--- config.mk ---
export PLATFORM = sky130hd
export DESIGN_NAME = bus_cycle_ctrl
export DESIGN_NICKNAME = d
export VERILOG_FILES = /design/src/rtl/bus_cycle_ctrl.sv
export SDC_FILE = /design/constraint.sdc
export NUM_CORES = 1
export LEC_CHECK = 0
export ABC_CLOCK_PERIOD_IN_PS = 2640
export CAP_MARGIN = 10
export CORE_MARGIN = 2
export CORE_UTILIZATION = 47
export DETAILED_ROUTE_END_ITERATION = 10
export PLACE_DENSITY = 0.79
export SLEW_MARGIN = 20
export SYNTH_ARGS = -nofsm -noshare
export SYNTH_HDL_FRONTEND = slang
export SYNTH_SLANG_ARGS = --single-unit
--- constraint.sdc ---
create_clock -name sysclk -period 2.64 [get_ports sysclk]
set_input_delay 0.528 -clock sysclk [delete_from_list [all_inputs] [get_ports sysclk]]
set_output_delay 0.528 -clock sysclk [all_outputs]
set_load 0.02 [all_outputs]
--- src/rtl/bus_cycle_ctrl.sv ---
// 68000 bus cycle controller. It decodes a synchronised address strobe into chip
// selects and read/write enables, then terminates the cycle with DTACK, AVEC or BERR.
module bus_cycle_ctrl #(
  parameter int ROM_WAIT     = 2,
  parameter int RAM_WAIT     = 1,
  parameter int BERR_TIMEOUT = 64
) (
  input  logic        sysclk,
  input  logic        sysrst_n,
  input  logic        as_n,
  input  logic        w_n,
  input  logic        uds_n,
  input  logic        lds_n,
  input  logic [23:0] logaddr,
  input  logic [2:0]  fc,
  output logic        csrom_n,
  output logic        csram1_n,
  output logic        csram2_n,
  output logic        re_n,
  output logic        we_n,
  output logic        dtack_n,
  output logic        berr_n,
  output logic        avec_n,
  output logic [1:0]  o_dbg_state,
  output logic [23:0] o_dbg_addr
);

  // Handshake: the CPU opens a cycle by pulling as_n low and holds it until a
  // termination (dtack_n/avec_n/berr_n) is low; the cycle closes when as_n rises,
  // at which point every output returns high. Releasing as_n early aborts the cycle.
  typedef enum logic [1:0] {S_IDLE = 2'd0, S_WAIT = 2'd1, S_ACK = 2'd2, S_FAULT = 2'd3} state_t;
  typedef enum logic [2:0] {K_ROM, K_RAM1, K_RAM2, K_UNMAP, K_IACK} kind_t;

  state_t      r_state, w_nxt_state;
  kind_t       r_kind, w_nxt_kind;
  logic [7:0]  r_cnt, w_nxt_cnt;
  logic [23:0] r_addr, w_nxt_addr;
  logic        r_as_meta, r_as_s;
  logic [1:0]  r_boot;
  logic        r_armed, w_nxt_armed;
  logic        r_csrom_n, r_csram1_n, r_csram2_n, r_re_n, r_we_n;
  logic        r_dtack_n, r_berr_n, r_avec_n;
  logic        w_csrom_n, w_csram1_n, w_csram2_n, w_re_n, w_we_n;
  logic        w_dtack_n, w_berr_n, w_avec_n;

  // r_boot keeps the FSM from arming until reset values have flushed the synchroniser.
  always_ff @(posedge sysclk or negedge sysrst_n) begin
    if (!sysrst_n) begin
      r_as_meta  <= 1'b1;
      r_as_s     <= 1'b1;
      r_boot     <= 2'b00;
      r_state    <= S_IDLE;
      r_kind     <= K_ROM;
      r_cnt      <= 8'd0;
      r_addr     <= 24'd0;
      r_armed    <= 1'b0;
      r_csrom_n  <= 1'b1;
      r_csram1_n <= 1'b1;
      r_csram2_n <= 1'b1;
      r_re_n     <= 1'b1;
      r_we_n     <= 1'b1;
      r_dtack_n  <= 1'b1;
      r_berr_n   <= 1'b1;
      r_avec_n   <= 1'b1;
    end else begin
      r_as_meta  <= as_n;
      r_as_s     <= r_as_meta;
      r_boot     <= {r_boot[0], 1'b1};
      r_state    <= w_nxt_state;
      r_kind     <= w_nxt_kind;
      r_cnt      <= w_nxt_cnt;
      r_addr     <= w_nxt_addr;
      r_armed    <= w_nxt_armed;
      r_csrom_n  <= w_csrom_n;
      r_csram1_n <= w_csram1_n;
      r_csram2_n <= w_csram2_n;
      r_re_n     <= w_re_n;
      r_we_n     <= w_we_n;
      r_dtack_n  <= w_dtack_n;
      r_berr_n   <= w_berr_n;
      r_avec_n   <= w_avec_n;
    end
  end

  always_comb begin
    w_nxt_state = r_state;
    w_nxt_kind  = r_kind;
    w_nxt_cnt   = r_cnt;
    w_nxt_addr  = r_addr;
    w_nxt_armed = r_armed;
    w_csrom_n   = r_csrom_n;
    w_csram1_n  = r_csram1_n;
    w_csram2_n  = r_csram2_n;
    w_re_n      = r_re_n;
    w_we_n      = r_we_n;
    w_dtack_n   = r_dtack_n;
    w_berr_n    = r_berr_n;
    w_avec_n    = r_avec_n;
    case (r_state)
      S_IDLE: begin
        if (r_as_s) begin
          w_nxt_armed = r_boot[1];
        end else if (r_armed) begin
          w_nxt_armed = 1'b0;
          w_nxt_addr  = logaddr;
          w_nxt_state = S_WAIT;
          if (fc == 3'b111) begin
            w_nxt_kind = K_IACK;
            w_nxt_cnt  = 8'd0;
          end else begin
            case (logaddr[23:20])
              4'h0: begin
                w_nxt_kind = K_ROM;
                w_nxt_cnt  = 8'(ROM_WAIT);
                w_csrom_n  = 1'b0;
              end
              4'h1: begin
                w_nxt_kind = K_RAM1;
                w_nxt_cnt  = 8'(RAM_WAIT);
                w_csram1_n = 1'b0;
              end
              4'h2: begin
                w_nxt_kind = K_RAM2;
                w_nxt_cnt  = 8'(RAM_WAIT);
                w_csram2_n = 1'b0;
              end
              default: begin
                w_nxt_kind = K_UNMAP;
                w_nxt_cnt  = 8'(BERR_TIMEOUT - 1);
              end
            endcase
            if (logaddr[23:20] <= 4'h2) begin
              w_re_n = ~w_n;
              w_we_n = ~(~w_n & (~uds_n | ~lds_n));
            end
          end
        end
      end
      S_WAIT: begin
        if (r_as_s) begin
          w_nxt_state = S_IDLE;
          w_nxt_cnt   = 8'd0;
          w_csrom_n   = 1'b1;
          w_csram1_n  = 1'b1;
          w_csram2_n  = 1'b1;
          w_re_n      = 1'b1;
          w_we_n      = 1'b1;
        end else if (r_cnt == 8'd0) begin
          case (r_kind)
            K_IACK: begin
              w_avec_n    = 1'b0;
              w_nxt_state = S_ACK;
            end
            K_UNMAP: begin
              w_berr_n    = 1'b0;
              w_nxt_state = S_FAULT;
            end
            default: begin
              w_dtack_n   = 1'b0;
              w_nxt_state = S_ACK;
            end
          endcase
        end else begin
          w_nxt_cnt = r_cnt - 8'd1;
        end
      end
      default: begin
        if (r_as_s) begin
          w_nxt_state = S_IDLE;
          w_nxt_cnt   = 8'd0;
          w_csrom_n   = 1'b1;
          w_csram1_n  = 1'b1;
          w_csram2_n  = 1'b1;
          w_re_n      = 1'b1;
          w_we_n      = 1'b1;
          w_dtack_n   = 1'b1;
          w_berr_n    = 1'b1;
          w_avec_n    = 1'b1;
        end
      end
    endcase
  end

  assign csrom_n     = r_csrom_n;
  assign csram1_n    = r_csram1_n;
  assign csram2_n    = r_csram2_n;
  assign re_n        = r_re_n;
  assign we_n        = r_we_n;
  assign dtack_n     = r_dtack_n;
  assign berr_n      = r_berr_n;
  assign avec_n      = r_avec_n;
  assign o_dbg_state = r_state;
  assign o_dbg_addr  = r_addr;

endmodule

-- After elaboration in Yosys (flattened, before gate mapping)
Index checks and enable logic that the tools add are counted.
W data, S select, Z words.
- flip-flop bits (word level): 50
- input bits: 33
- output and inout port bits: 34
- magnitude comparators: 1
- reduce and logical (&&, ||, !) cells: 25
- bitwise logic cells: 8
- $add $sub $neg: 1
- muxes and demuxes: 56
- eq/ne operators: 14
- operators with widths (cell ; count):
    $mux W8 ; 5
    $mux W1 ; 37
    $reduce_and A5 Y1 ; 7
    $reduce_bool A2 Y1 ; 9
    $pmux W8 S2 ; 1
    $pmux W6 S2 ; 1
    $mux W2 ; 5
    $ne A2 B2 Y1 const B ; 5
    $logic_not A8 Y1 ; 1
    $reduce_and A4 Y1 ; 2
    $sub A8 B1 Y8 const B ; 1
    $eq A3 B3 Y1 const B ; 2
    $mux W6 ; 1
    $ne A3 B3 Y1 const B ; 2
    $not A1 Y1 ; 6
    $pmux W1 S2 ; 3
    $pmux W2 S3 ; 1
    $eq A4 B1 Y1 const B ; 1
    $eq A4 B2 Y1 const B ; 1
    $le A4 B2 Y1 const B ; 1
    $logic_not A4 Y1 ; 1
    $pmux W2 S2 ; 1
    $reduce_or A2 Y1 ; 2
    $eq A3 B2 Y1 const B ; 1
    other kinds (8) ; 8

-- Longest topological paths before layout
Gate-level depths: netlist of the first run.
- depth after elaboration: 9
- depth in mapped cells: 8

-- Worst setup path before layout of the first run
Ideal clock, no wire load.
- path type: register to register
- from: register r_cnt[0]
- to: register r_cnt[0]
- stages on the path, launching flop included: 8
- data arrival time: 1995 ps
- period minus slack after synthesis: 2119 ps
- buffers on the path: 1
- required time: 2515 ps
- slack: 521 ps
- cell sequence: dfrtp_1 -> inv_1 -> ha_1 -> or3b_2 -> clkbuf_1 -> nor3_1 -> nand2b_1 -> mux2_2
- word-level cells in the longest chain between the ends: 4
- elaborated cells between the ends (all ways): 7
- RTL lines (what ; line ; RTL):
    start, declared ; 36 ; logic [7:0] r_cnt, w_nxt_cnt;
    start signal, assigned ; 71 ; r_cnt <= w_nxt_cnt;
    $sub A8 B1 Y8 ; 164 ; w_nxt_cnt = r_cnt - 8'd1;
    $mux W8 ; 148 ; end else if (r_cnt == 8'd0) begin
    $mux W8 ; 140 ; if (r_as_s) begin
    $pmux W8 S2 ; 99 ; case (r_state)
Several ways; a longest one is shown, not always the timed one. The select of a mux whose other input is x is not followed.
A chain may end at the register's enable or synchronous reset.

-- Worst setup path in the final report of the first run
- from: register r_state[1], in the netlist o_dbg_state[1]
- to: output port o_dbg_state[1]
- RTL lines (what ; line ; RTL):
    start, declared ; 34 ; state_t r_state, w_nxt_state;
    start signal, assigned ; 69 ; r_state <= w_nxt_state;
    end, declared ; 24 ; output logic [1:0] o_dbg_state,
No word-level cell between the ends.

==> results of run 1 <==
## cells by family (layout without fill, tap and decap cells)
logic type | after synthesis | after routing | synth area share, %
other | 1 | 1 | 0.163
AOI/OAI and AO/OA | 47 | 47 | 12.6
buffers and inverters | 20 | 88 | 3.70
and+or+nand+nor | 124 | 124 | 24.5
adders and majority gates | 5 | 5 | 2.72
DFF | 50 | 50 | 55.0
muxes | 2 | 2 | 0.979
xor gates and xnor gates | 1 | 1 | 0.381
## metal layers
layer | vias to the layer above | global-route usage, % | wire [um]
met5 | - | 0 | 0
met4 | 0 | 4.85 | 33
met3 | 4 | 7.18 | 403
met2 | 67 | 31.3 | 2290
met1 | 938 | 29.0 | 2350
li1 | 982 | - | -
## placed cells by master, fill, tap and decap left out, types with 3 or more instances in the layout
master            n
o21ai_0          21
dfstp_2          10
o22ai_1           3
a21oi_1           6
a2bb2oi_1         3
nand3_1           5
nor2_1            9
clkbuf_8          5
ha_1              5
clkdlybuf4s50_1  65
dfrtp_1          40
inv_1             9
a31oi_1           4
buf_4             5
nor3_1            9
nand2_1          84
## worst paths after layout
kind                                     start        endpoint  slack [ns]  depth (start not counted)
worst max-delay path            o_dbg_state[1]  o_dbg_state[1]        0.45                          1
worst min-delay path                  sysrst_n        r_cnt[5]        0.14                          1
worst max register to register  o_dbg_state[1]        r_cnt[0]        0.51                          5
worst min register to register       r_boot[0]       r_boot[1]        0.36                          0
max in group asynchronous             sysrst_n        csram1_n        1.85                          2
min in group sysclk                  r_boot[0]       r_boot[1]        0.36                          0
## flip-flops by register name, indices dropped and copies added (netlist names)
| register | cells |
|---|---|
| r_as_meta | 1 |
| csrom_n | 1 |
| r_kind | 3 |
| dtack_n | 1 |
| r_boot | 2 |
| re_n | 1 |
| r_as_s | 1 |
| o_dbg_state | 2 |
| csram1_n | 1 |
| csram2_n | 1 |
| o_dbg_addr | 24 |
| r_cnt | 8 |
| avec_n | 1 |
| berr_n | 1 |
| r_armed | 1 |
| we_n | 1 |
## final cells by class
class	instances	area (um2)	share of cell area, %
Sequential cell	50	1260	40.3
Multi-Input combinational cell	180	951	30.3
Timing Repair Buffer	71	693	22.1
Tap cell	67	83.8	2.67
Clock buffer	5	68.8	2.19
Clock inverter	3	43.8	1.40
Inverter	9	33.8	1.08
## power groups by stage
stage,sequential [mW],clock (mW),combinational (mW)
floorplan,1.58,0,0.681
detailed placement,1.34,0,1.61
global route,1.38,0.588,1.77
finish,1.34,0.544,1.60
CTS,1.33,0.562,1.61
global placement,1.34,0,1.58
==> metrics.txt, run 1 <==
Psw 1.36 mW; ys async rst share 100%; Final period util just over 80%; CP Cell Sequence clkdlybuf4s50_1; sequential fraction of the synthesis area a little over half; Post-Syn Nets 288; drt pass-1 iters 4; placed cell areas 0.00303 mm2; die height 74.0 um; Post-CTS Resized 0; Fin. Hold Viols 0; fmax approximately 460 MHz; synthesized area between 0.002 and 0.0025 mm2; Routed Antenna Nets 0; max-cap violations 0; count of cell types in the netlist 39; first-pass GRT wire length 8800 um; GP Congestion 0.774; Core Box Area 0.00472 mm2; Relative slew margins 63.6%; Root Driver clkbuf_8; Final Total Pwr 3.48 mW; utilization after layout around 66%; pre-CTS setup slack 0.470 ns; drt total wl 5080 um; CP Buf/Inv Count 1; combinational power share 46.0%; Non-Filler Instances 385; Leak Pwr 1.41 nW; antenna violations before repair 0; Switching Fraction between 30% and 40%; Synth area leaders dfrtp_1, nand2_1, dfstp_2; Synth Flop Type dfrtp_1; Initial Util 48.7%; Die X 74.0 um; final setup margin 0.454 ns; most common cell in the synthesized netlist nand2_1; post-route cell area ~0.0031 mm2; Hold Crit Class in2async; Synth Instances 250; Worst path top cell family by delay buffers and inverters; CTS tree built; Area Growth Syn to Fin 36.5%; synth cell count leaders nand2_1, dfrtp_1, o21ai_0; Setup crit start kind flip-flop; IO Port Bufs 66; Synth Warn # 0; top cell type's share of synthesized area 43.5%; clock share of power 15.6%; Setup TNS 0 ns; sequential group share of total power 38.4%; final net count around 360; cell row count 25; WP data arrival 1.66 ns; Synth area leader dfrtp_1; outcome complete, no violations; Filler cells 381; Slew Viols, Final 0; Via-to-Cell Ratio 5.17; number of global-route vias before repair 1,939; min Tclk post-route 2.19 ns; worst-margin pin slew 0.541 ns; EDFF count, synth 0; average routed wire per standard cell 13.2 um; Placed Instances between 300 and 400; crit path kind reg2out; Worst path slowest cell clkdlybuf4s50_1; Mean Syn Cell Area between 9 and 10 um2; Hold-fix buffers, CTS 0; VDD IR max 0.536 mV; DRC Markers 0; Hold Worst Slack 0.137 ns; Die ar. 0.00547 mm2; Congestion Overflow GR 0; Max H-tree Level 2; Total GRT Usage roughly a fifth; CP Capture Type primary output; io pins 67; ratio of cells with drive above 1 in the final layout a little under a tenth; Data required, critical path 2.11 ns; Clock Latency Late Sink 0.30 ns; worst-path fanout max 15; RSZ-0062 raised after global routing no; post-CTS setup buffer count 0; Pwr Density 1110 mW/mm2; final setup fails 0; largest net degree at the start of global routing 30; clk slew on worst S/H paths 0.10 ns; Vias approximately 2,000; P_int about 2.1 mW; Num CTS Buffers 5; clock sink count 50; Max Clock Skew 0.00730 ns; Initial DRC Count ~160; #FFs+latches synth 50; post-DP HPWL approximately 3700 um; # diodes 0; Clock Path Buffers 2; Max stage delay on crit path 0.70 ns
Note: power is estimated with default switching activity, not from simulation.
==> inputs of run 2 (changes only) <==
ABC_CLOCK_PERIOD_IN_PS = 2000   (was 2640)
CORE_UTILIZATION = 42   (was 47)
PLACE_DENSITY = 0.75   (was 0.79)
clock period = 2 ns   (was 2.64 ns; I/O delays follow)
==> run 2 against run 1 <==
Net effect: register-to-register slack worse by 0.40 ns; core utilization is 3.6 points lower; routed wire length is 10% higher; die area is 11% higher; via count is 4.8% higher; clock power is 8.6% higher; critical path type is now reg2reg; critical endpoint is now r_cnt[4]; largest power group unchanged.
==> metrics.txt, run 2 (synthesis gave the netlist of run 1 again) <==
DRC Markers 0 (unchanged); placed cell areas 0.00313 mm2 (+3.5%); Vias 2,087 (+4.8%); Max Clock Skew 0.00387 ns (-0.00343 ns); Congestion Overflow GR 0 (unchanged); Core Box Area 0.00520 mm2 (+10%); Clock Latency Late Sink 0.31 ns (about the same); largest net degree at the start of global routing 38 (+27%); utilization after layout 62.8% (-3.6 points); R2R depth 4 (-1); fmax 530 MHz; Slew Viols, Final 0 (unchanged); outcome complete, no violations; Hold Crit Class reg2reg; commonest non-fill, non-tap cells in the layout nand2_1, clkdlybuf4s50_1, dfrtp_1; clk slew on worst S/H paths 0.09 ns (about the same); average routed wire per standard cell 13.8 um (+4.6%); Max H-tree Level 2 (unchanged); VDD IR max 0.815 mV (+52%); drt pass-1 iters 4 (unchanged); Fin. Hold Viols 0 (unchanged); final net count 372 (+4.8%); post-route cell area 0.00327 mm2 (+4.2%); CP Buf/Inv Count 0 (-1); Via-to-Cell Ratio 5.15 (-0.35%); # diodes 0 (unchanged); CP Capture Type flip-flop; first-pass GRT wire length 9600 um (+9.0%); Pwr Density 1420 mW/mm2 (+28%); Data required, critical path 2.23 ns (+0.12 ns); io pins 67 (unchanged); crit path kind reg2reg; final setup fails 0 (unchanged); WP data arrival 2.12 ns (+0.46 ns); Num CTS Buffers 5 (unchanged); worst-path fanout max 8 (-7); RSZ-0062 raised after global routing no; Filler cells 426 (+12%); min Tclk post-route 1.89 ns; Die ar. 0.00608 mm2 (+11%); most common cell after layout, fill and taps aside nand2_1; number of global-route vias before repair 2,106 (+8.6%); ratio of cells with drive above 1 in the final layout 14.3% (+4.9 points); hold-critical path depth 0; Initial DRC Count 112 (-29%); Non-Filler Instances 405 (+5.2%); Clock Path Buffers 2 (unchanged); Reg2Reg Capture Point r_cnt[4]; CTS tree built; Worst path top cell family by delay simple AND/OR/NAND/NOR gates; Placed Instances 391 (+3.7%); drt total wl 5580 um (+10%); Total GRT Usage 19.4% (-1.3 points); GP Congestion 0.858 (+11%); IO Port Bufs 66 (unchanged); reg2reg start o_dbg_state[0]; hold worst-path end r_boot[1]; cell row count 26 (+4.0%); Die X 78.0 um (+5.5%); Area Growth Syn to Fin 42.2%; die height 78.0 um (+5.5%); Root Driver clkbuf_8; post-DP HPWL 4000 um (+8.7%); Setup crit start kind flip-flop; Final period util 94.3%; Hold Worst Slack 0.358 ns (+0.221 ns); Routed Antenna Nets 0 (unchanged); reg2reg setup slack 0.11 ns (-0.40 ns); Setup TNS 0 ns (unchanged); hold path startpoint r_boot[0]; Leak Pwr 1.48 nW (+5.4%); Initial Util 44.2% (-4.5 points); antenna violations before repair 0 (unchanged); Worst path slowest cell or4b_4; max reg flops 24 (unchanged); Max stage delay on crit path 0.56 ns (-0.14 ns); max-cap violations 0 (unchanged); clock sink count 50 (unchanged); CP Cell Sequence or4b_4 > o21a_1 > or3_1 > o21ai_0
-- run 2: worst max-delay path by stage --
| stage | slack [ns] | end | cells after the start | start |
|---|---|---|---|---|
| 2_1_floorplan | 0.01 | r_cnt[7] | 7 | r_as_s |
| 6_report | 0.11 | r_cnt[4] | 4 | o_dbg_state[0] |
| 3_3_place_gp | 0.10 | we_n | 5 | logaddr[21] |
| 4_1_cts | 0.08 | r_cnt[1] | 6 | r_cnt[0] |
| 5_1_grt | 0.006 | r_cnt[2] | 4 | o_dbg_state[0] |
| 3_5_place_dp | 0.02 | we_n | 5 | logaddr[21] |
-- run 2: layer usage --
layer	wire length [um]	global-route usage [%]	vias to the layer above	part of all wire, %
met5	0	0	-	0
met2	2570	31.1	84	46
met4	65	5.26	0	1.2
li1	-	-	1015	-
met1	2500	25.4	983	45
met3	443	6.28	5	7.9
-- run 2: timing repair --
action | CTS | global route
endpoints found under the setup margin | 0 | 5
gates resized for setup | 0 | 2
hold endpoints to repair | 13 | 0
hold buffers | 1 | 0
setup buffers | 0 | 5
-- run 2: cell type report --
cell class,count,area (um2),area share [%]
clock buffer,6,72.6,2.22
multi-input combinational,180,962,29.4
timing repair buffer,88,836,25.6
inverter,9,33.8,1.03
clock inverter,2,13.8,0.421
tap,70,87.6,2.68
sequential,50,1260,38.7
-- run 2: worst register-to-register path, delay by kind of cell (launching register included) --
kind / cells / cell delay, ns
DFF: 1 / 0.48
AOI/OAI and AO/OA: 2 / 0.35
and+or+nand+nor: 2 / 0.99
-- run 2: through the flow --
step / setup slack [ns] / power [mW]
final: 0.114 / 4.63
after global placement: 0.103 / 3.95
after global routing: 0.00550 / 4.97
after CTS: 0.0753 / 4.62
after detailed placement: 0.0156 / 4.01
after floorplan: 0.00964 / 3.00
-- run 2: report_power, final --
group	internal (mW)	switching, mW	leakage (nW)
Clock	0.248	0.344	0.0452
Sequential	1.46	0.278	0.599
Combinational	1.08	1.23	0.838
Total	2.79	1.85	1.48
==> inputs of run 3 (changes only) <==
ABC_AREA = 1   (was unset)
ABC_CLOCK_PERIOD_IN_PS = 1900   (was 2000)
CORE_UTILIZATION = 48   (was 42)
PLACE_DENSITY = 0.8   (was 0.75)
clock period = 1.9 ns   (was 2 ns; I/O delays follow)
==> run 3 against run 2 <==
Net effect: worst setup slack worse by 0.060 ns; final area increased by 1.3%; critical path type is now reg2out; largest power group unchanged; largest cell class unchanged; core utilization is 3.3 points higher; non-clock buffer count shrank 19.
==> metrics.txt, run 3 <==
outcome complete, no violations; worst-path fanout max 2 (-6); Leak Pwr 1.61 nW (+8.7%); ys async rst share 100% (unchanged); most common cell in the synthesized netlist nand2_1; Initial Util 49.1% (+4.9 points); count of cell types in the netlist 32 (-18%); synthesized area 0.00246 mm2 (+6.9%); antenna violations before repair 0 (unchanged); reg2reg start o_dbg_state[1]; EDFF count, synth 0 (unchanged); Max Clock Skew 0.00714 ns (+0.00327 ns); Vias 2,124 (+1.8%); Root Driver clkbuf_8; Max stage delay on crit path 0.61 ns (+0.05 ns); R2R depth 7 (+3); final setup margin 0.0544 ns (-0.0598 ns); Synth area leaders dfrtp_1, nand2_1, dfstp_2; Final period util 97.1%; CP Capture Type primary output; Area Growth Syn to Fin 34.7%; clock sink count 50 (unchanged); Post-Syn Nets 338 (+17%); Synth Warn # 0 (unchanged); Num CTS Buffers 5 (unchanged); fmax ~540 MHz; reg2reg setup slack 0.25 ns (+0.14 ns); Post-CTS Resized 0 (unchanged); Clock Latency Late Sink 0.31 ns (about the same); Initial DRC Count 71 (-37%); most common cell after layout, fill and taps aside nand2_1; average routed wire per standard cell 12.2 um (-12%); post-CTS setup buffer count 0 (unchanged); io pins 67 (unchanged); # diodes 0 (unchanged); min Tclk post-route approximately 1.8 ns; Setup TNS 0 ns (unchanged); Relative slew margins 64.6%; GP Congestion 0.889 (+3.6%); Pwr Density 1730 mW/mm2 (+22%); ratio of cells with drive above 1 in the final layout 12.1% (-2.2 points); Worst path top cell family by delay buffers and inverters; Fin. Hold Viols 0 (unchanged); drt pass-1 iters 4 (unchanged); synth cell count leaders nand2_1, dfrtp_1, inv_1; drt total wl 5380 um (-3.6%); top cell type's share of synthesized area 40.7% (-2.8 points); max-cap violations 0 (unchanged); die height 75.6 um (-3.1%); Max H-tree Level 2 (unchanged); IO Port Bufs 66 (unchanged); Slew Viols, Final 0 (unchanged); max reg flops 24 (unchanged); worst-margin pin slew 0.529 ns; Hold Crit Class in2async; Total GRT Usage 21.5% (+2.1 points); final setup fails 0 (unchanged); worst setup path startpoint csrom_n; Data required, critical path 1.52 ns (-0.71 ns); clk slew on worst S/H paths 0.09 ns (about the same); WP data arrival 1.47 ns (-0.65 ns); Synth area leader dfrtp_1; #FFs+latches synth 50 (unchanged); post-DP HPWL 3960 um (-0.83%); RSZ-0062 raised after global routing no; Mean Syn Cell Area 8.20 um2 (-11%); Final Total Pwr 5.72 mW (+23%); Synth Flop Type dfrtp_1; CP Buf/Inv Count 1 (+1); sequential fraction of the synthesis area 51.4% (-3.6 points); Worst path slowest cell clkdlybuf4s50_1; Reg2Reg Capture Point we_n; placed cell areas 0.00320 mm2 (+2.3%); Die ar. 0.00571 mm2 (-6.1%); Congestion Overflow GR 0 (unchanged); commonest non-fill, non-tap cells in the layout nand2_1, clkdlybuf4s50_1, dfrtp_1; first-pass GRT wire length 9280 um (-3.3%); Setup crit start kind flip-flop; CP Cell Sequence clkdlybuf4s50_1; pre-CTS setup slack 0.264 ns (+0.248 ns); Routed Antenna Nets 0 (unchanged); Clock Path Buffers 2 (unchanged); number of global-route vias before repair 2,154 (+2.3%); Core Box Area 0.00501 mm2 (-3.8%); final net count 409 (+9.9%); Synth Instances 300 (+20%); crit path kind reg2out; VDD IR max 0.865 mV (+6.2%); cell row count 26 (unchanged); Die X 75.6 um (-3.1%); post-route cell area 0.00331 mm2 (+1.3%); largest net degree at the start of global routing 32 (-16%); CTS tree built; DRC Markers 0 (unchanged); Via-to-Cell Ratio 4.81 (-6.7%); Hold-fix buffers, CTS 0 (-1)
==> run 3: cell types whose count changed in the layout (fill, tap and decap cells not counted), sizes merged, moves of 3 or more <==
cell     delta
nand2      +48
buf        -18
inv        +18
nand3      +15
nor2       +15
nor3        -8
a21oi       -4
nand4       +4
a2bb2oi     -3
a31oi       -3
==> run 3: cell type report <==
| type | count | area (um2) |
|---|---|---|
| clock buffer | 7 | 76.3 |
| clock inverter | 1 | 30.0 |
| fill | 431 | 1700 |
| inverter | 27 | 109 |
| multi-input combinational | 218 | 1050 |
| sequential | 50 | 1260 |
| tap | 70 | 87.6 |
| timing repair buffer | 69 | 693 |
==> run 3: how the worst max path moves through the flow <==
| stage | end | cells after the start |
|---|---|---|
| finish | csrom_n | 1 |
| CTS | o_dbg_state[0] | 1 |
| floorplan | r_cnt[2] | 10 |
| detailed placement | re_n | 7 |
| global placement | r_cnt[1] | 9 |
| global route | csram1_n | 1 |
==> run 3: worst register-to-register path, delay by kind of cell (launching register included) <==
family / cells / cell delay (ns)
AO/OA/AOI/OAI: 2 / 0.22
buffers and inverters: 1 / 0.13
flip-flops: 1 / 0.44
AND/OR/NAND/NOR: 4 / 0.80
==> run 3: stage by stage <==
stage          cells  utilization (%)  hold slack [ns]
5_1_grt          442             66.1           0.0436
3_5_place_dp     434             63.9            0.349
4_1_cts          442             66.1           0.0351
6_report         442             66.1           0.0201
3_3_place_gp     434             63.9            0.335
2_1_floorplan    300                -           0.0844
==> run 3: cell families after synthesis <==
logic type,Yosys count,synth area share [%]
buffers and inverters,32,5.80
AO/OA/AOI/OAI,27,6.41
other,1,0.153
flip-flops,50,51.4
XOR/XNOR,2,0.713
AND/OR/NAND/NOR,183,33.0
adder cells (fa/ha/maj),5,2.54
==> run 3: where the power goes <==
group / switching, mW / internal [mW] / total [mW] / leakage [nW]
combinational: 1.77 / 1.26 / 3.02 / 0.962
clock: 0.357 / 0.395 / 0.751 / 0.0524
sequential: 0.331 / 1.61 / 1.94 / 0.595
==> run 3: metal layers <==
metal / global-route usage [%] / part of all wire [%] / wire [um]
met4: 7.02 / 1.4 / 73
met3: 6.88 / 7.2 / 386
met2: 36.4 / 47 / 2560
met5: 0 / 0 / 0
met1: 26.0 / 44 / 2370
